===== src/rtl/rfid_pkg.sv =====
// Shared definitions for the card-to-reader link: symbol and receiver
// state encodings, symbol classifier, frame sizing constants.
package rfid_pkg;

    localparam int QUARTERS_PER_BIT  = 4;
    localparam int DEFAULT_MAX_BYTES = 5;

    typedef enum logic [1:0] {
        SYM_X,
        SYM_Y,
        SYM_Z,
        SYM_BAD
    } sym_e;

    typedef enum logic [2:0] {
        ST_IDLE,
        ST_START_TAIL,
        ST_DATA,
        ST_PARITY,
        ST_DONE,
        ST_ERROR
    } rx_state_e;

    // q[3] is the first quarter (q0), q[0] the last (q3)
    function automatic sym_e classify(input logic [3:0] q);
        sym_e s;
        case (q)
            4'b1101: s = SYM_X;
            4'b1111: s = SYM_Y;
            4'b0111: s = SYM_Z;
            default: s = SYM_BAD;
        endcase
        return s;
    endfunction

endpackage


===== src/rtl/picc_sym_sampler.sv =====
// Quarter-bit sampler: collects q0..q2, classifies with live q3 and
// presents one registered symbol per bit period while run is high.
module picc_sym_sampler
    import rfid_pkg::*;
(
    input  logic clk_in,
    input  logic rst_in,
    input  logic run,
    input  logic env_in,
    output logic sym_valid,
    output sym_e sym
);

    localparam int QW = $clog2(QUARTERS_PER_BIT);
    localparam int SW = QUARTERS_PER_BIT - 1;
    localparam logic [QW-1:0] Q_LAST = QW'(QUARTERS_PER_BIT - 1);

    logic [QW-1:0] q_cnt_q, q_cnt_d;
    logic [SW-1:0] shift_q, shift_d;
    logic          valid_q, valid_d;
    sym_e          sym_q, sym_d;

    always_comb begin
        q_cnt_d = q_cnt_q;
        shift_d = shift_q;
        valid_d = 1'b0;
        sym_d   = sym_q;
        if (run) begin
            q_cnt_d = q_cnt_q + QW'(1);
            shift_d = {shift_q[SW-2:0], env_in};
            if (q_cnt_q == Q_LAST) begin
                valid_d = 1'b1;
                sym_d   = classify({shift_q, env_in});
            end
        end else begin
            q_cnt_d = '0;
        end
    end

    always_ff @(posedge clk_in) begin
        if (rst_in) begin
            q_cnt_q <= '0;
            shift_q <= '0;
            valid_q <= 1'b0;
            sym_q   <= SYM_BAD;
        end else begin
            q_cnt_q <= q_cnt_d;
            shift_q <= shift_d;
            valid_q <= valid_d;
            sym_q   <= sym_d;
        end
    end

    assign sym_valid = valid_q;
    assign sym       = sym_q;

endmodule


===== src/rtl/pcd_rx_decoder.sv =====
// Reader-side modified-Miller frame decoder (LSB-first bytes + parity).
// Define PCD_RX_PARITY_CHECK_EN to flag parity mismatches on parity_err.
module pcd_rx_decoder
    import rfid_pkg::*;
#(
    parameter int MAX_BYTES = DEFAULT_MAX_BYTES
) (
    input  logic                   clk_in,
    input  logic                   rst_in,
    input  logic                   env_in,
    output logic [8*MAX_BYTES-1:0] data_out,
    output logic [2:0]             num_bytes_out,
    output logic                   rx_busy,
    output logic                   rx_done,
    output logic                   rx_err,
    output logic                   parity_err
);

    localparam int DW = 8 * MAX_BYTES;
    localparam int IW = $clog2(DW);

    rx_state_e state_q, state_d;
    logic [2:0]    bit_cnt_q, bit_cnt_d;
    logic [2:0]    byte_cnt_q, byte_cnt_d;
    logic [DW-1:0] data_q, data_d;
    logic          prev_q, prev_d;
    logic          bit0_y_q, bit0_y_d;
    logic          perr_q, perr_d;
    logic [2:0]    num_q, num_d;
    logic          done_q, done_d;
    logic          err_q, err_d;
    logic [2:0]    hi_cnt_q, hi_cnt_d;

    logic          sym_valid;
    sym_e          sym;
    logic          run;
    logic          sym_bit;
    logic          sym_ok;
    logic          sym_end;
    logic          at_max;
    logic          go_done;
    logic          go_err;
    logic [IW-1:0] wr_idx;
    logic [IW-1:0] byte_base;

    assign run = (state_q == ST_DATA) || (state_q == ST_PARITY);

    picc_sym_sampler u_sampler (
        .clk_in    (clk_in),
        .rst_in    (rst_in),
        .run       (run),
        .env_in    (env_in),
        .sym_valid (sym_valid),
        .sym       (sym)
    );

    assign sym_bit   = (sym == SYM_X);
    assign sym_ok    = (sym == SYM_X)
                     || ((sym == SYM_Y) && prev_q)
                     || ((sym == SYM_Z) && !prev_q);
    assign sym_end   = (sym == SYM_Y) && !prev_q;
    assign at_max    = (byte_cnt_q == 3'(MAX_BYTES));
    assign wr_idx    = IW'({byte_cnt_q, bit_cnt_q});
    assign byte_base = IW'({byte_cnt_q, 3'b000});

    always_comb begin
        state_d    = state_q;
        bit_cnt_d  = bit_cnt_q;
        byte_cnt_d = byte_cnt_q;
        data_d     = data_q;
        prev_d     = prev_q;
        bit0_y_d   = bit0_y_q;
        perr_d     = perr_q;
        num_d      = num_q;
        done_d     = 1'b0;
        err_d      = 1'b0;
        hi_cnt_d   = hi_cnt_q;
        go_done    = 1'b0;
        go_err     = 1'b0;
        unique case (state_q)
            ST_IDLE: begin
                if (!env_in) begin
                    state_d    = ST_START_TAIL;
                    data_d     = '0;
                    bit_cnt_d  = '0;
                    byte_cnt_d = '0;
                    perr_d     = 1'b0;
                    prev_d     = 1'b0;
                    bit0_y_d   = 1'b0;
                end
            end
            ST_START_TAIL: begin
                state_d = env_in ? ST_DATA : ST_IDLE;
            end
            ST_DATA: begin
                if (sym_valid) begin
                    if (sym_end) begin
                        if (byte_cnt_q != '0 && bit_cnt_q == 3'd0) begin
                            go_done = 1'b1;
                        end else if (byte_cnt_q != '0 && bit_cnt_q == 3'd1
                                     && bit0_y_q) begin
                            // trailing idle after a parity 1 read as a Y bit
                            go_done = 1'b1;
                            if (!at_max) data_d[byte_base] = 1'b0;
                        end else begin
                            go_err = 1'b1;
                        end
                    end else if (!sym_ok) begin
                        go_err = 1'b1;
                    end else if (at_max
                                 && !(bit_cnt_q == 3'd0 && sym == SYM_Y)) begin
                        go_err = 1'b1;
                    end else begin
                        if (!at_max) data_d[wr_idx] = sym_bit;
                        prev_d = sym_bit;
                        if (bit_cnt_q == 3'd0) bit0_y_d = (sym == SYM_Y);
                        if (bit_cnt_q == 3'd7) state_d = ST_PARITY;
                        else bit_cnt_d = bit_cnt_q + 3'd1;
                    end
                end
            end
            ST_PARITY: begin
                if (sym_valid) begin
                    if (!sym_ok) begin
                        go_err = 1'b1;
                    end else begin
`ifdef PCD_RX_PARITY_CHECK_EN
                        if (sym_bit != ^data_q[byte_base +: 8]) perr_d = 1'b1;
`endif
                        prev_d     = sym_bit;
                        byte_cnt_d = byte_cnt_q + 3'd1;
                        bit_cnt_d  = '0;
                        state_d    = ST_DATA;
                    end
                end
            end
            ST_DONE: begin
                state_d = ST_IDLE;
            end
            ST_ERROR: begin
                if (!env_in) begin
                    hi_cnt_d = '0;
                end else if (hi_cnt_q == 3'd7) begin
                    hi_cnt_d = '0;
                    state_d  = ST_IDLE;
                end else begin
                    hi_cnt_d = hi_cnt_q + 3'd1;
                end
            end
            default: state_d = ST_IDLE;
        endcase
        if (go_done) begin
            state_d = ST_DONE;
            done_d  = 1'b1;
            num_d   = byte_cnt_q;
        end
        if (go_err) begin
            state_d  = ST_ERROR;
            err_d    = 1'b1;
            num_d    = '0;
            hi_cnt_d = '0;
        end
    end

    always_ff @(posedge clk_in) begin
        if (rst_in) begin
            state_q    <= ST_IDLE;
            bit_cnt_q  <= '0;
            byte_cnt_q <= '0;
            data_q     <= '0;
            prev_q     <= 1'b0;
            bit0_y_q   <= 1'b0;
            perr_q     <= 1'b0;
            num_q      <= '0;
            done_q     <= 1'b0;
            err_q      <= 1'b0;
            hi_cnt_q   <= '0;
        end else begin
            state_q    <= state_d;
            bit_cnt_q  <= bit_cnt_d;
            byte_cnt_q <= byte_cnt_d;
            data_q     <= data_d;
            prev_q     <= prev_d;
            bit0_y_q   <= bit0_y_d;
            perr_q     <= perr_d;
            num_q      <= num_d;
            done_q     <= done_d;
            err_q      <= err_d;
            hi_cnt_q   <= hi_cnt_d;
        end
    end

    assign data_out      = data_q;
    assign num_bytes_out = num_q;
    assign rx_busy       = run || (state_q == ST_START_TAIL);
    assign rx_done       = done_q;
    assign rx_err        = err_q;
`ifdef PCD_RX_PARITY_CHECK_EN
    assign parity_err    = perr_q;
`else
    assign parity_err    = 1'b0;
`endif

endmodule


===== config.mk =====
export PLATFORM = sky130hd
export DESIGN_NAME = pcd_rx_decoder
export DESIGN_NICKNAME = d
export VERILOG_FILES = /design/src/rtl/rfid_pkg.sv /design/src/rtl/picc_sym_sampler.sv /design/src/rtl/pcd_rx_decoder.sv
export SDC_FILE = /design/constraint.sdc
export NUM_CORES = 1
export LEC_CHECK = 0
export CAP_MARGIN = 0
export CORE_ASPECT_RATIO = 0.8
export CORE_UTILIZATION = 58
export DETAILED_ROUTE_END_ITERATION = 6
export PLACE_DENSITY = 0.86
export SYNTH_ARGS = -nofsm -noshare
export SYNTH_HDL_FRONTEND = slang
export SYNTH_SLANG_ARGS = --single-unit

===== constraint.sdc =====
create_clock -name clk_in -period 4.7 [get_ports clk_in]
set_input_delay 0.47 -clock clk_in [delete_from_list [all_inputs] [get_ports clk_in]]
set_output_delay 0.47 -clock clk_in [all_outputs]
set_load 0.05 [all_outputs]

==> results of run 1 <==
[state kept, by name (all words and copies together), names as in the netlist, 2 cells and up]
name	cells
byte_cnt_q	3
u_sampler.q_cnt_q	2
u_sampler.shift_q	3
state_q	3
hi_cnt_q	3
u_sampler.sym	2
data_out	40
bit_cnt_q	3
num_bytes_out	3
[path summary, 6_finish.rpt]
path                                   start                              end  slack, ns  depth (start not counted)
max                bit_cnt_q[0]$_SDFFE_PP0P_        data_out[15]$_SDFFE_PP0P_       1.81                          7
min          u_sampler.q_cnt_q[0]$_SDFF_PP0_  u_sampler.q_cnt_q[0]$_SDFF_PP0_       0.44                          1
max reg2reg        bit_cnt_q[0]$_SDFFE_PP0P_        data_out[15]$_SDFFE_PP0P_       1.81                          7
min reg2reg  u_sampler.q_cnt_q[0]$_SDFF_PP0_  u_sampler.q_cnt_q[0]$_SDFF_PP0_       0.44                          1
[worst max-delay path: cells and delay by family (launching register included)]
kind,cells,cell delay (ns)
AOI/OAI and AO/OA,4,1.66
adders and majority gates,1,0.28
buffers and inverters,1,0.18
DFF,1,0.50
and+or+nand+nor,1,0.18
[power by group through the flow]
stage,registers (uW),logic [uW],clock network (uW)
2_1_floorplan,590,110,0
6_report,581,136,482
5_1_grt,582,148,509
3_3_place_gp,594,129,0
3_5_place_dp,594,131,0
4_1_cts,581,132,483
[metal layers]
layer  vias up  global-route usage (%)
met5         -                       0
met4         0                   7.286
met1      1570                   43.92
met3        17                   7.329
met2       175                   43.66
li1       1594                       -
[stage by stage]
step / util, % / cells / hold WS, ns / cell area, um2
floorplan: - / 429 / 0.4084 / 3400
global placement: 68.65 / 525 / 0.4174 / 3814
detailed placement: 68.65 / 525 / 0.4332 / 3814
CTS: 72.25 / 541 / 0.4441 / 4014
global route: 72.34 / 541 / 0.4743 / 4019
finish: 72.34 / 541 / 0.4414 / 4019
[logic make-up (layout without fill, tap and decap cells)]
family                   count (synthesis)  in the layout  synth area share (%)
AO/OA/AOI/OAI                          165            165                 27.53
AND/OR/NAND/NOR                        140            140                 21.49
flip-flops                              67             67                 39.46
buffers and inverters                   39             73                 5.668
adder cells (fa/ha/maj)                 10             10                 3.681
multiplexers                             6              6                 1.803
other                                    1              1                0.1103
XOR/XNOR                                 1              1                0.2577
[cell usage in the layout (no fill, tap or decap), drive strengths merged, types with 10 or more instances in the layout]
cell type      count
inv               10
nand2             58
a21oi             96
clkdlybuf4s50     47
nor3              10
dfxtp             67
nor2              23
ha                10
o21ai             42
[layout make-up]
type / count / share of cell area, %
clock buffers: 9 / 3.082
clock inverters: 7 / 1.899
inverters: 9 / 0.8406
multi-input cells: 323 / 46.54
flip-flops and latches: 67 / 33.37
well taps: 78 / 2.428
repair buffers: 48 / 11.83
==> summary.txt, run 1 <==
Status
  – Status: complete, no violations

Power
  – P_sw: between 300 and 400 uW
  – Seq pwr share: 48.5%
  – Comb power frac: between 10% and 20%
  – Max rail drop VDD: about 0.00021 V
  – Power density cells: a little under 300 nW/um2
  – Pint: between 800 and 900 uW
  – Pleak: 0.001404 uW
  – Final Power: 1199 uW
  – Switch share: 28.49%
  – Clock share of power: between 40% and 50%

Clocking
  – CTS sink cnt: 67
  – Clock-pin slew on the worst setup and hold paths: about 0.08 ns
  – CTS tree: done
  – H-tree levels: 3
  – Num CTS Buffers: 9
  – Root Driver: clkbuf_8
  – Clk buf depth: 2
  – Hold_buf cts: 0
  – Clock latency on the worst-skew pair: between 0.3 and 0.4 ns
  – Setup bufs post-CTS: 0
  – Resize count post-CTS: 0

Die
  – Die W: between 80 and 90 um
  – Die Ht: roughly 70 um
  – Core area: around 5600 um2
  – Row count: 24
  – Starting density of the core: between 60% and 70%
  – IO Pins: 50
  – DIE AREA: a little over 6000 um2

Finish
  – Area of the multi-input gates: 1871 um2
  – Layout cells sized above 1: under 10%
  – Nets: ~470
  – Sequential Area: around 1300 um2
  – Area grow syn2layout: 18.22%
  – Filler cells: 437
  – # diodes: 0

Setup path
  – Arrival time at the worst endpoint: approximately 3.2 ns
  – CP startpoint kind: flip-flop
  – CP Cell Sequence: inv_1 > ha_1 > nand4bb_1 > a21oi_1 > o221ai_2 > o21ai_0 > a21oi_1
  – Crit path required time: 4.97 ns
  – Crit-path max FO: 35
  – Setup crit end kind: flip-flop
  – Crit path max-delay cell type: o221ai_2
  – Setup CP Type: reg -> reg
  – Slowest cell delay on critical path: 1.01 ns
  – Most used cell along the critical path: a21oi_1

GRT
  – First-pass GRT wire length: around 14,000 um
  – Grt ovf: 0
  – Vias in the first global route: around 2,900
  – GRT Total Usage: between 20% and 30%
  – Largest net degree at the start of global routing: 56
  – Initial antenna violation count: 0

Timing
  – Final setup viols: 0
  – Final Hold Vio Count: 0
  – Pins Over Slew Limit: 0
  – Crit path time final: approximately 2.9 ns
  – Fin crit share: 61.39%
  – Final Skew: ~0.011 ns
  – Rel. slew slack: under 10%
  – Worst-Margin Slew: roughly 1.4 ns
  – PnR worst setup slack: between 1.5 and 2 ns
  – Setup_tns: 0 ns
  – Fmax: approximately 350 MHz
  – RSZ-0062 raised after global routing: no

Route
  – DRC Markers: 0
  – Post-DR vias/cell: roughly 6.2
  – Final WL: approximately 8800 um
  – Final antenna-violating net count: 0
  – Detail Route met3 WL: around 740 um
  – Routed wl met2: between 3000 and 4000 um
  – Routed length per instance: around 16 um
  – Top layer in use: met4
  – DRT iter0 DRCs: roughly 400
  – M1 wire length: 4014 um
  – DRT Pass-1 Iters: 5
  – Vias: roughly 3,400

Synth
  – Share of the synthesized area in the top cell type: approximately two fifths
  – Synth unique cells: 55
  – Syn Nets: between 400 and 500
  – Post-Syn Area: about 3400 um2
  – Synthesis Warnings: 0
  – Syn Inst Count: 429
  – Post-synth EDFFs: 0
  – Area leader, netlist: dfxtp_1
  – Synth Area per Inst: 7.924 um2
  – Most common cell in the netlist: a21oi_1
  – Async S/R FF share, synth: 0%
  – Dominant cells by area after synthesis: dfxtp_1 (39%), a21oi_1 (14%), nand2_1 (6.4%)
  – Seq cells post-synth: 67
  – Register area share after synthesis: 39.46%
  – Ys flop type: dfxtp_1
  – Synth top cells by count: a21oi_1 (95), dfxtp_1 (67), nand2_1 (58)

Run
  – Max Cap Violations: 0

Placed design
  – Worst slack, placed: between 1.5 and 2 ns
  – RePlAce Congestion: approximately 0.91
  – PortBufs: 48
  – Detailed Place HPWL: 5935 um

Worst hold path
  – Min-Delay Path Class: reg -> reg
Power figures use the tool's default switching activity.
==> run 2: changes to the inputs <==
CORE_UTILIZATION = 54   (was 58)
PLACE_DENSITY = 0.8   (was 0.86)
clock period = 2.75 ns   (was 4.7 ns; I/O delays follow)
==> run 2 against run 1 <==
Non-clock buffer count grew 6. Worst hold slack lost 0.14 ns. Core utilization shrank 3.9 points.
==> summary.txt, run 2 (synthesis results as in run 1) <==
Status
  – Status: complete, no violations

GRT
  – Busiest grt layer: met2
  – Grt met1 use: 39.03% (-4.9 points)
  – Grt met2 use: 40.66% (-3.0 points)
  – Grt ovf: 0 (unchanged)
  – First-pass GRT wire length: 14,230 um (+0.14%)
  – Initial antenna violation count: 0 (unchanged)
  – Vias in the first global route: 2,957 (+3.3%)
  – Largest net degree at the start of global routing: 40 (-29%)
  – GRT Total Usage: 27.50% (-2.4 points)
  – Met3 Resource Use GR: 6.771% (-0.56 points)

Timing
  – Worst-Margin Slew: 0.7397 ns (-0.6155 ns)
  – Hold slack: 0.3046 ns (-0.1368 ns)
  – Final Skew: 0.008796 ns (-0.002302 ns)
  – Final Hold Vio Count: 0 (unchanged)
  – Setup_tns: 0 ns (unchanged)
  – Crit path time final: 2.481 ns
  – RSZ-0062 raised after global routing: no
  – Rel. slew slack: 50.42% (+41 points)
  – Pins Over Slew Limit: 0 (unchanged)
  – PnR worst setup slack: 0.2689 ns (-1.546 ns)
  – Final setup viols: 0 (unchanged)
  – Fmax: 403.0 MHz
  – Fin crit share: 90.22%

Clocking
  – Clock latency on the worst-skew pair: 0.34 ns (about the same)
  – CTS tree: done
  – H-tree levels: 3 (unchanged)
  – Root Driver: clkbuf_8
  – Resize count post-CTS: 0 (unchanged)
  – Clk buf depth: 2 (unchanged)
  – Clock-pin slew on the worst setup and hold paths: 0.07 ns (about the same)
  – Setup bufs post-CTS: 0 (unchanged)
  – CTS sink cnt: 67 (unchanged)
  – Num CTS Buffers: 9 (unchanged)
  – Hold_buf cts: 0 (unchanged)

Finish
  – Commonest cells after routing, fill and taps aside: a21oi_1 (95), dfxtp_1 (67), nand2_1 (58)
  – # diodes: 0 (unchanged)
  – Layout cells sized above 1: 8.316% (+0.97 points)
  – Area grow syn2layout: 20.87%
  – Max FFs per register: 40 (unchanged)
  – Nets: 477 (+1.3%)
  – Most common cell after layout, fill and taps aside: a21oi_1
  – Final instance count without filler cells: 550 (+1.7%)

Setup path
  – Crit path max-delay cell type: clkdlybuf4s50_1
  – Crit path required time: 2.48 ns (-2.49 ns)
  – Arrival time at the worst endpoint: 2.21 ns (-0.94 ns)
  – Kind of cell adding the most delay to the critical path: buffers and inverters
  – CP startpoint kind: flip-flop
  – Crit-path max FO: 14 (-60%)
  – Slowest cell delay on critical path: 0.81 ns (-0.20 ns)
  – Setup CP Type: reg -> out
  – Setup crit end kind: output pin
  – Worst path buffer plus inverter count: 2 (+1)
  – CP Cell Sequence: inv_1 > a21oi_1 > clkdlybuf4s50_1

Route
  – DRT iter0 DRCs: 279 (-31%)
  – Vias: 3,290 (-2.0%)
  – Post-DR vias/cell: 5.982 (-3.6%)
  – DRC Markers: 0 (unchanged)
  – Routed length per instance: 16.13 um (-0.97%)
  – Final WL: 8869 um (+0.68%)
  – DRT Pass-1 Iters: 5 (unchanged)
  – Final antenna-violating net count: 0 (unchanged)

Die
  – Die Ht: 72.97 um (+3.5%)
  – Starting density of the core: 56.60% (-4.6 points)
  – Core area: 6006 um2 (+8.1%)
  – Die W: 90.71 um (+3.6%)
  – Row count: 25 (+4.2%)
  – DIE AREA: 6619 um2 (+7.2%)
  – IO Pins: 50 (unchanged)

Placed design
  – Detailed Place HPWL: 5908 um (-0.46%)
  – Worst slack, placed: 0.5065 ns (-1.299 ns)
  – RePlAce Congestion: 0.9500 (+4.3%)
  – Number of placed instances with taps included: 534 (+1.7%)
  – PortBufs: 48 (unchanged)

Power
  – Power density cells: 539.7 nW/um2 (+81%)
  – Max rail drop VDD: 0.0003484 V (+63%)
  – Pleak: 0.001460 uW (+4.0%)

Run
  – Max Cap Violations: 0 (unchanged)

Worst hold path
  – Min-Delay Path Class: in -> reg
run 2: changes by cell type in the layout (fill, tap and decap cells not counted), sizes merged:
cell / previous run / this run
buf: 1 / 7
bufinv: 1 / 2
clkbuf: 9 / 13
clkinv: 3 / 0
clkinvlp: 2 / 1
inv: 10 / 9
run 2: layout make-up:
class                      instances  area, um2
clock buffer                      13      178.9
clock inverter                     3      67.56
fill                             502       1897
inverter                           9      33.78
multi-input combinational        323       1866
sequential                        67       1341
tap                               81      101.3
timing repair buffer              54      520.5
run 2: where the power goes:
part	total [uW]	internal [uW]	switching (uW)	leakage [uW]
Sequential	993	978	15.8	0.000540
Combinational	239	72.5	167	0.000798
Clock	985	610	375	0.000122
run 2: worst paths after layout:
check	start	end	slack [ns]	depth (start not counted)
max	state_q[1]$_SDFFE_PP0P_	rx_busy	0.27	3
min	rst_in	state_q[2]$_SDFFE_PP0P_	0.30	2
max reg2reg	bit_cnt_q[0]$_SDFFE_PP0P_	state_q[0]$_SDFFE_PP0P_	0.44	7
min reg2reg	u_sampler.q_cnt_q[0]$_SDFF_PP0_	u_sampler.q_cnt_q[0]$_SDFF_PP0_	0.43	1
run 2: worst reg2reg max path, cell delays in order, from the launching register on:
cell and delay [ns]:
dfxtp_1 0.49, inv_1 0.16, ha_1 0.27, nand4bb_1 0.18
nand3_1 0.20, a221oi_2 0.41, a211oi_1 0.08, a2111oi_1 0.42
run 2: per-layer routing:
layer  part of all wire (%)  vias up
met4                   0.96        0
met5                      0        -
met2                     44      154
met1                     46     1531
li1                       -     1596
met3                    8.7        9
run 2: per-stage QoR:
| step | cell area, um2 | utilization, % | total power (uW) |
|---|---|---|---|
| 2_1_floorplan | 3400 | - | 1197 |
| 6_report | 4109 | 68.42 | 2218 |
| 3_5_place_dp | 3862 | 64.31 | 1248 |
| 3_3_place_gp | 3862 | 64.31 | 1245 |
| 5_1_grt | 4109 | 68.42 | 2285 |
| 4_1_cts | 4109 | 68.42 | 2222 |
==> run 3: changes to the inputs <==
CTS_CLUSTER_SIZE = 40   (was default)
REMOVE_ABC_BUFFERS = 1   (was default)
==> run 3 against run 2 <==
Clock power down 17%. Worst setup slack better by 0.0011 ns. Via count up 0.91%. Global-route usage about the same. Maximum frequency about the same. Clock skew down 0.0013 ns. Core utilization down 0.62 points. Critical path depth unchanged. Sequential share of layout area up 0.30 points. Sequential cell count unchanged. Die area unchanged. Register-to-register slack worse by 0.02 ns. Critical endpoint unchanged.
==> summary.txt, run 3 (synthesis results as in run 1) <==
Timing
  – RSZ-0062 raised after global routing: no
  – Crit path time final: 2.480 ns (-0.001067 ns)
  – Pins Over Slew Limit: 0 (unchanged)
  – Fin crit share: 90.18% (about the same)
  – Setup_tns: 0 ns (unchanged)
  – Worst-Margin Slew: 0.7499 ns (+0.01022 ns)
  – Final Hold Vio Count: 0 (unchanged)
  – Rel. slew slack: 49.73% (-0.69 points)
  – Fmax: 403.2 MHz (about the same)
  – Final setup viols: 0 (unchanged)
  – Final Skew: 0.007460 ns (-0.001336 ns)

Setup path
  – Worst r2r src: bit_cnt_q[0]$_SDFFE_PP0P_
  – Reg2reg end: state_q[0]$_SDFFE_PP0P_
  – Arrival time at the worst endpoint: 2.21 ns (about the same)
  – Worst setup path endpoint: rx_busy
  – Crit path required time: 2.48 ns (about the same)
  – CP startpoint kind: flip-flop
  – Slowest cell delay on critical path: 0.82 ns (about the same)
  – Setup CP Type: reg -> out
  – CP Cell Sequence: inv_1 > a21oi_1 > clkdlybuf4s50_1
  – Flop-to-flop setup slack: 0.42 ns (-0.02 ns)
  – FF-to-FF path depth: 7 (unchanged)
  – Crit-path max FO: 14 (unchanged)
  – Crit path max-delay cell type: clkdlybuf4s50_1
  – Crit path launch: state_q[1]$_SDFFE_PP0P_
  – Setup crit end kind: output pin

Route
  – DRC Markers: 0 (unchanged)
  – Vias: 3,320 (+0.91%)
  – Final WL: 8867 um (about the same)
  – Post-DR vias/cell: 6.014 (+0.55%)
  – DRT iter0 DRCs: 405 (+45%)
  – Final antenna-violating net count: 0 (unchanged)
  – Routed length per instance: 16.06 um (-0.38%)
  – DRT Pass-1 Iters: 5 (unchanged)

Placed design
  – Detailed Place HPWL: 6052 um (+2.4%)
  – Placed cell areas: 3877 um2 (+0.39%)
  – PortBufs: 48 (unchanged)
  – RePlAce Congestion: 0.9690 (+2.0%)

Power
  – Power density cells: 503.5 nW/um2 (-6.7%)
  – Pleak: 0.001446 uW (-0.99%)
  – Max rail drop VDD: 0.0002716 V (-22%)

Finish
  – Commonest cells after routing, fill and taps aside: a21oi_1 (95), dfxtp_1 (67), nand2_1 (58)
  – Max FFs per register: 40 (unchanged)
  – # diodes: 0 (unchanged)
  – Final Instance Area: 4071 um2 (-0.91%)
  – Area grow syn2layout: 19.76%
  – Layout cells sized above 1: 8.493% (+0.18 points)
  – Most common cell after layout, fill and taps aside: a21oi_1
  – Nets: 479 (+0.42%)

Die
  – Die W: 90.71 um (unchanged)
  – DIE AREA: 6619 um2 (unchanged)
  – Starting density of the core: 56.60% (unchanged)
  – IO Pins: 50 (unchanged)
  – Core area: 6006 um2 (unchanged)
  – Row count: 25 (unchanged)
  – Die Ht: 72.97 um (unchanged)

Clocking
  – Root Driver: clkbuf_8
  – Clk buf depth: 2 (unchanged)
  – Num CTS Buffers: 9 (unchanged)
  – CTS tree: done
  – Clock-pin slew on the worst setup and hold paths: 0.07 ns (about the same)
  – H-tree levels: 3 (unchanged)
  – Hold_buf cts: 0 (unchanged)
  – CTS sink cnt: 67 (unchanged)
  – Clock latency on the worst-skew pair: 0.34 ns (about the same)
  – Resize count post-CTS: 0 (unchanged)
  – Setup bufs post-CTS: 0 (unchanged)

GRT
  – Vias in the first global route: 2,903 (-1.8%)
  – GRT Total Usage: 27.55% (+0.050 points)
  – Grt ovf: 0 (unchanged)
  – Initial antenna violation count: 0 (unchanged)
  – First-pass GRT wire length: 14,390 um (+1.1%)
  – Largest net degree at the start of global routing: 37 (-7.5%)

Worst hold path
  – Min-Delay Path Class: reg -> reg

Status
  – Status: complete, no violations

Run
  – Max Cap Violations: 0 (unchanged)
run 3: cell count changes in the layout (fill, tap and decap cells not counted), sizes merged:
cell,change
buf,+2
clkinv,+3
clkbuf,-2
bufinv,-1
run 3: worst min path at each step:
stage                                    start                         endpoint  slack [ns]  cells past startpoint
3_5_place_dp   u_sampler.q_cnt_q[0]$_SDFF_PP0_  u_sampler.q_cnt_q[0]$_SDFF_PP0_        0.43                      1
5_1_grt        u_sampler.q_cnt_q[0]$_SDFF_PP0_  u_sampler.q_cnt_q[0]$_SDFF_PP0_        0.45                      1
2_1_floorplan                           rst_in        bit_cnt_q[0]$_SDFFE_PP0P_        0.34                      1
3_3_place_gp   u_sampler.q_cnt_q[0]$_SDFF_PP0_  u_sampler.q_cnt_q[0]$_SDFF_PP0_        0.42                      1
6_report       u_sampler.q_cnt_q[0]$_SDFF_PP0_  u_sampler.q_cnt_q[0]$_SDFF_PP0_        0.43                      1
4_1_cts                                 rst_in               rx_done$_SDFF_PP0_        0.43                      2
run 3: routing by layer:
| layer | part of all wire (%) | GRT usage [%] | routed length, um | vias to the layer above |
|---|---|---|---|---|
| met5 | 0 | 0 | 0 | - |
| met4 | 1.2 | 9.677 | 104 | 0 |
| met3 | 7.8 | 6.771 | 688 | 12 |
| met2 | 44 | 40.57 | 3874 | 143 |
| met1 | 47 | 39.27 | 4200 | 1560 |
| li1 | - | - | - | 1605 |
run 3: layout make-up:
type,count,area [um2]
fillers,508,1934
multi-input cells,323,1866
flip-flops and latches,67,1341
repair buffers,56,535.5
clock buffers,11,141.4
well taps,81,101.3
clock inverters,5,52.55
inverters,9,33.78
run 3: power breakdown:
part	internal, uW	switching, uW
Clock	439	376
Combinational	73.5	169
Sequential	978	15.0
Total	1490	560
run 3: per-stage QoR:
stage          std cells  setup slack (ns)  total power, uW  utilization [%]  hold slack [ns]
2_1_floorplan        399            0.6896             1169                -           0.3441
3_3_place_gp         536            0.5050             1248            64.56           0.4173
5_1_grt              552            0.1054             2120            67.79           0.4524
3_5_place_dp         536            0.4790             1250            64.56           0.4270
6_report             552            0.2700             2050            67.79           0.4330
4_1_cts              552            0.2701             2054            67.79           0.4252
run 3: worst max-delay path: cells and delay by family, from the launching register on:
kind	cells	cell delay, ns
DFF	1	0.58
buffers and inverters	2	1.07
AOI/OAI and AO/OA	1	0.20
